===== config.mk =====
export PLATFORM = sky130hd
export DESIGN_NAME = bit_serializer
export DESIGN_NICKNAME = d
export VERILOG_FILES = /design/src/rtl/serial_pkg.sv /design/src/rtl/bit_serializer.sv
export SDC_FILE = /design/constraint.sdc
export NUM_CORES = 1
export LEC_CHECK = 0
export ABC_AREA = 1
export CORE_AREA = 2 2 45 47
export DETAILED_ROUTE_END_ITERATION = 10
export DIE_AREA = 0 0 47 49
export PLACE_DENSITY_LB_ADDON = 0.2
export RECOVER_POWER = 50
export SLEW_MARGIN = 20
export SYNTH_ARGS = -nofsm -noshare
export SYNTH_HDL_FRONTEND = slang
export SYNTH_SLANG_ARGS = --single-unit

===== constraint.sdc =====
create_clock -name clk -period 1.4 [get_ports clk]
set_input_delay 0.14 -clock clk [delete_from_list [all_inputs] [get_ports clk]]
set_output_delay 0.14 -clock clk [all_outputs]
set_load 0.03 [all_outputs]

===== src/rtl/serial_pkg.sv =====
// Shared definitions for the serial front end and the Moore sequence
// detector it feeds.
//   ser_state_t : serializer FSM encodings
//   det_state_t : detector FSM encodings, kept here so both stages agree
//   cnt_width() : bit-counter width for a given word width
package serial_pkg;

  typedef enum logic {
    S_IDLE  = 1'b0,
    S_SHIFT = 1'b1
  } ser_state_t;

  typedef enum logic [2:0] {
    DET_S0 = 3'b000,
    DET_S1 = 3'b001,
    DET_S2 = 3'b010,
    DET_S3 = 3'b011,
    DET_S4 = 3'b100,
    DET_S5 = 3'b101
  } det_state_t;

  function automatic int unsigned cnt_width(input int unsigned width);
    return (width < 2) ? 1 : $clog2(width);
  endfunction

endpackage


===== src/rtl/bit_serializer.sv =====
// Parallel-to-serial front end for the Moore sequence detector.
// Takes WIDTH-bit words over valid/ready and emits one bit per en=1 edge on w,
// which drives the detector's w input directly (same clk and clr).
//
// Ports
//   clk        clock, rising edge
//   clr        synchronous active-low reset
//   en         bit strobe; the stream advances only on en=1 edges
//   din        parallel word
//   din_valid  din holds a word to send
//   din_ready  word accepted this cycle (combinational, no path from din_valid)
//   w          serial bit, IDLE_BIT when no word is in flight
//   w_valid    w carries a data bit
//   busy       a word is in flight
//
// state   | meaning
// S_IDLE  | no word loaded, w shows IDLE_BIT
// S_SHIFT | word loaded, w shows the current bit
module bit_serializer
  import serial_pkg::*;
#(
  parameter int unsigned WIDTH     = 8,
  parameter bit          MSB_FIRST = 1'b1,
  parameter bit          IDLE_BIT  = 1'b0
) (
  input  logic             clk,
  input  logic             clr,
  input  logic             en,
  input  logic [WIDTH-1:0] din,
  input  logic             din_valid,
  output logic             din_ready,
  output logic             w,
  output logic             w_valid,
  output logic             busy
);

  localparam int unsigned    CW       = cnt_width(WIDTH);
  localparam logic [CW-1:0]  LAST_CNT = CW'(WIDTH - 1);

  ser_state_t       state;
  ser_state_t       state_nxt;
  logic [WIDTH-1:0] shreg;
  logic [CW-1:0]    cnt;
  logic             last;
  logic             accept;
  logic             advance;

  assign last = (cnt == LAST_CNT);

  // In SHIFT a new word is only taken as the last bit leaves, which gives
  // gap-free back-to-back streaming without a second holding register.
  assign din_ready = clr & ((state == S_IDLE) | ((state == S_SHIFT) & last & en));
  assign accept    = din_valid & din_ready;
  assign advance   = (state == S_SHIFT) & en & ~last;

  always_ff @(posedge clk) begin
    if (!clr) begin
      state <= S_IDLE;
    end else begin
      state <= state_nxt;
    end
  end

  always_comb begin
    state_nxt = state;
    case (state)
      S_IDLE: begin
        if (accept) state_nxt = S_SHIFT;
      end
      S_SHIFT: begin
        if (en && last) state_nxt = accept ? S_SHIFT : S_IDLE;
      end
      default: state_nxt = S_IDLE;
    endcase
  end

  always_ff @(posedge clk) begin
    if (!clr) begin
      shreg <= '0;
      cnt   <= '0;
    end else if (accept) begin
      shreg <= din;
      cnt   <= '0;
    end else if (advance) begin
      // Move the next bit into the output position, zero fill behind it.
      shreg <= MSB_FIRST ? {shreg[WIDTH-2:0], 1'b0} : {1'b0, shreg[WIDTH-1:1]};
      cnt   <= cnt + CW'(1);
    end
  end

  always_comb begin
    w       = IDLE_BIT;
    w_valid = 1'b0;
    busy    = 1'b0;
    if (state == S_SHIFT) begin
      w       = MSB_FIRST ? shreg[WIDTH-1] : shreg[0];
      w_valid = 1'b1;
      busy    = 1'b1;
    end
  end

endmodule


==> results_dict.tcl <==
set metrics [dict create \
    io_pins 16 \
    grt_antenna_before_repair 0 \
    synth_area_leaders "dfxtp_1, nand4_1, nand2_1, nand3_1, inv_1" \
    core_area_mm2 0.00184 \
    grt_usage_pct 16.2 \
    slew_viol_final 0 \
    wl_per_cell_um 11.6 \
    postSynthCellCount 98 \
    fin_ws_ns -0.0346 \
    synth_top_area_share_pct 32.9 \
    critPathBufInv 2 \
    synthFlopType "dfxtp_1" \
    synth-async-reset-ratio_pct 0 \
    drive_above_1_share_pct 25.0 \
    portBuffers 15 \
    route.vias.total 746 \
    clkLatencyLatePin_ns 0.27 \
    dieArea_mm2 0.00230 \
    grt_pass1_vias 657 \
    h-tree-depth 1 \
    p_leak_nw 0.442 \
    dpl-instance-area_um2 901 \
    rows 16 \
    p_total_w 0.000765 \
    vias_per_cell 5.07 \
    cts_inserted_buffers 3 \
    max_freq_ghz 0.697 \
    ant_nets 0 \
    nFillCells 191 \
    die_y_um 49 \
    status "finished, violations left" \
    grt_start_max_net_pins 19 \
    path_clk_slew_ns 0.07 \
    seq_area_um2 243 \
    yosys_warnings 0 \
    critPathKind "reg2out" \
    slowest_delay_ns 0.36 \
    critPathSlowestCell "dfxtp_2" \
    clockBufferDepth 2 \
    drtIter0Drc 20 \
    synth_top_area_cell "dfxtp_1" \
    worst_pin_slew_ns 0.342 \
    syn_avg_cell_area_um2 7.46 \
    syn_area_um2 731 \
    violations "negative setup slack" \
    clock_skew_ns 0.00373 \
    die_x_um 47 \
    stdcell_area_um2 976 \
    wl_um 1700 \
    vdd_drop_max_mv 0.433 \
    synth-edff-count 0 \
    cts_sinks 12 \
    finalSetupTns_ns -0.124 \
    drc 0 \
    syn_nets 112 \
    antenna_cells 0 \
    min_period_over_period_pct 102 \
    ys_seq_elements 12 \
    dpl.cell_count 142 \
    required_ns 1.26 \
    synth.most_common_cell "nand2_1" \
    yosysSeqAreaShare_pct 32.9 \
    fin_cells 147 \
    initial_core_util_pct 39.7 \
    drt_first_pass_iters 4 \
    root_buffer "clkbuf_4" \
    nets 136 \
    rsz0062_at_grt "true" \
    finalHoldViolCount 0 \
    tritoncts "done" \
    power_density_mw_per_mm2 784 \
    yosys.cell_types.count 20 \
    critical-path-top-delay-family "flip-flops" \
    cp_max_fo 3 \
    slew_headroom_pct 77.1 \
    hold_path_class "in2reg" \
    cap_violations 0 \
    endpoint_kind "output pin" \
    synthTopCellsByCount "nand2_1, nand4_1, inv_1, dfxtp_1, nand3_1" \
    multi_input_area_um2 402 \
    cp-start-kind "register" \
    critPathArrivalTime_ns 1.29 \
    setup_violations 7 \
    crit_chain "ha_4 > ha_4 > nand2_4 > nand2_4 > inv_2 > nor2_2 > buf_6" \
    dpl.hpwl_um 1190 \
    place_congestion 0.735 \
    grt_pass1_wl_um 2740 \
    period_minus_slack_ns 1.43 \
    overflow 0 \
    area_delta_synth_final_pct 33.6 \
]
## worst min-delay path, stage by stage
cell,delay [ns]
clkdlybuf4s50_1,0.39
nand4_1,0.08
a21oi_1,0.06
## final timing paths
| path | from | to | slack (ns) | depth (start not counted) |
|---|---|---|---|---|
| worst max-delay path | cnt[1] | din_ready | -0.03 | 7 |
| worst min-delay path | din[0] | shreg[0] | 0.46 | 3 |
| worst max register to register | cnt[1] | shreg[5] | -0.03 | 8 |
| worst min register to register | shreg[2] | shreg[2] | 0.49 | 2 |
## report_power, final
| part | total [W] | switching [W] | internal, W |
|---|---|---|---|
| clock network | 0.000208 | 0.000109 | 0.0000995 |
| registers | 0.000374 | 0.0000133 | 0.000361 |
| logic | 0.000183 | 0.0000977 | 0.0000851 |
| total | 0.000765 | 0.000220 | 0.000545 |
## layout by cell type, fill, tap and decap left out
master	count
nand2_1	18
nand4_1	15
buf_4	13
inv_1	12
clkdlybuf4s50_1	11
nand3_1	10
dfxtp_1	10
a21oi_1	7
nor2_1	3
clkbuf_4	3
nand2_4	2
inv_2	2
nand3_2	2
o21ai_1	2
ha_4	2
dfxtp_2	2
clkinv_1	1
nor2_2	1
nand3_4	1
xor2_1	1
a21oi_2	1
buf_6	1
## through the flow
step                      utilization, %  setup slack, ns  hold WS, ns
after CTS                           52.2          -0.0573        0.459
final                               53.0          -0.0346        0.459
after detailed placement            48.9          -0.0527        0.480
after floorplan                        -           0.0106        0.312
after global placement              48.9          -0.0232        0.474
after global routing                53.0          -0.0928        0.475
## registers in the layout, summed over array words and instances (netlist names)
name and cells:
shreg 8, cnt 3, state 1
## cell type report
type,count,area share (%)
Clock buffer,3,2.31
Inverter,15,5.77
Multi-Input combinational cell,65,41.2
Sequential cell,12,24.9
Tap cell,27,3.46
Timing Repair Buffer,25,22.4
## logic make-up after synthesis
group           count (synthesis)  synth area share (%)
simple gates                   51                  37.8
xor+xnor                        1                  1.20
buf+inv                        22                  17.8
fa+ha+maj                       2                  3.42
compound gates                 10                  6.85
flops                          12                  32.9
## metal layers
layer	wire [um]	track usage (%)
met3	65	1.11
met5	0	0
met4	38	8.33
met2	830	25.3
met1	768	21.5
## what timing repair did
action / in CTS / in global routing
cloned: 0 / 1
hold buffers: 0 / 0
setup endpoints to repair: 12 / 12
setup buffers: 1 / 0
gates resized for setup: 7 / 4
pin swaps: 1 / 0
hold endpoints to repair: 0 / 0
Note: power is estimated with default switching activity, not from simulation.
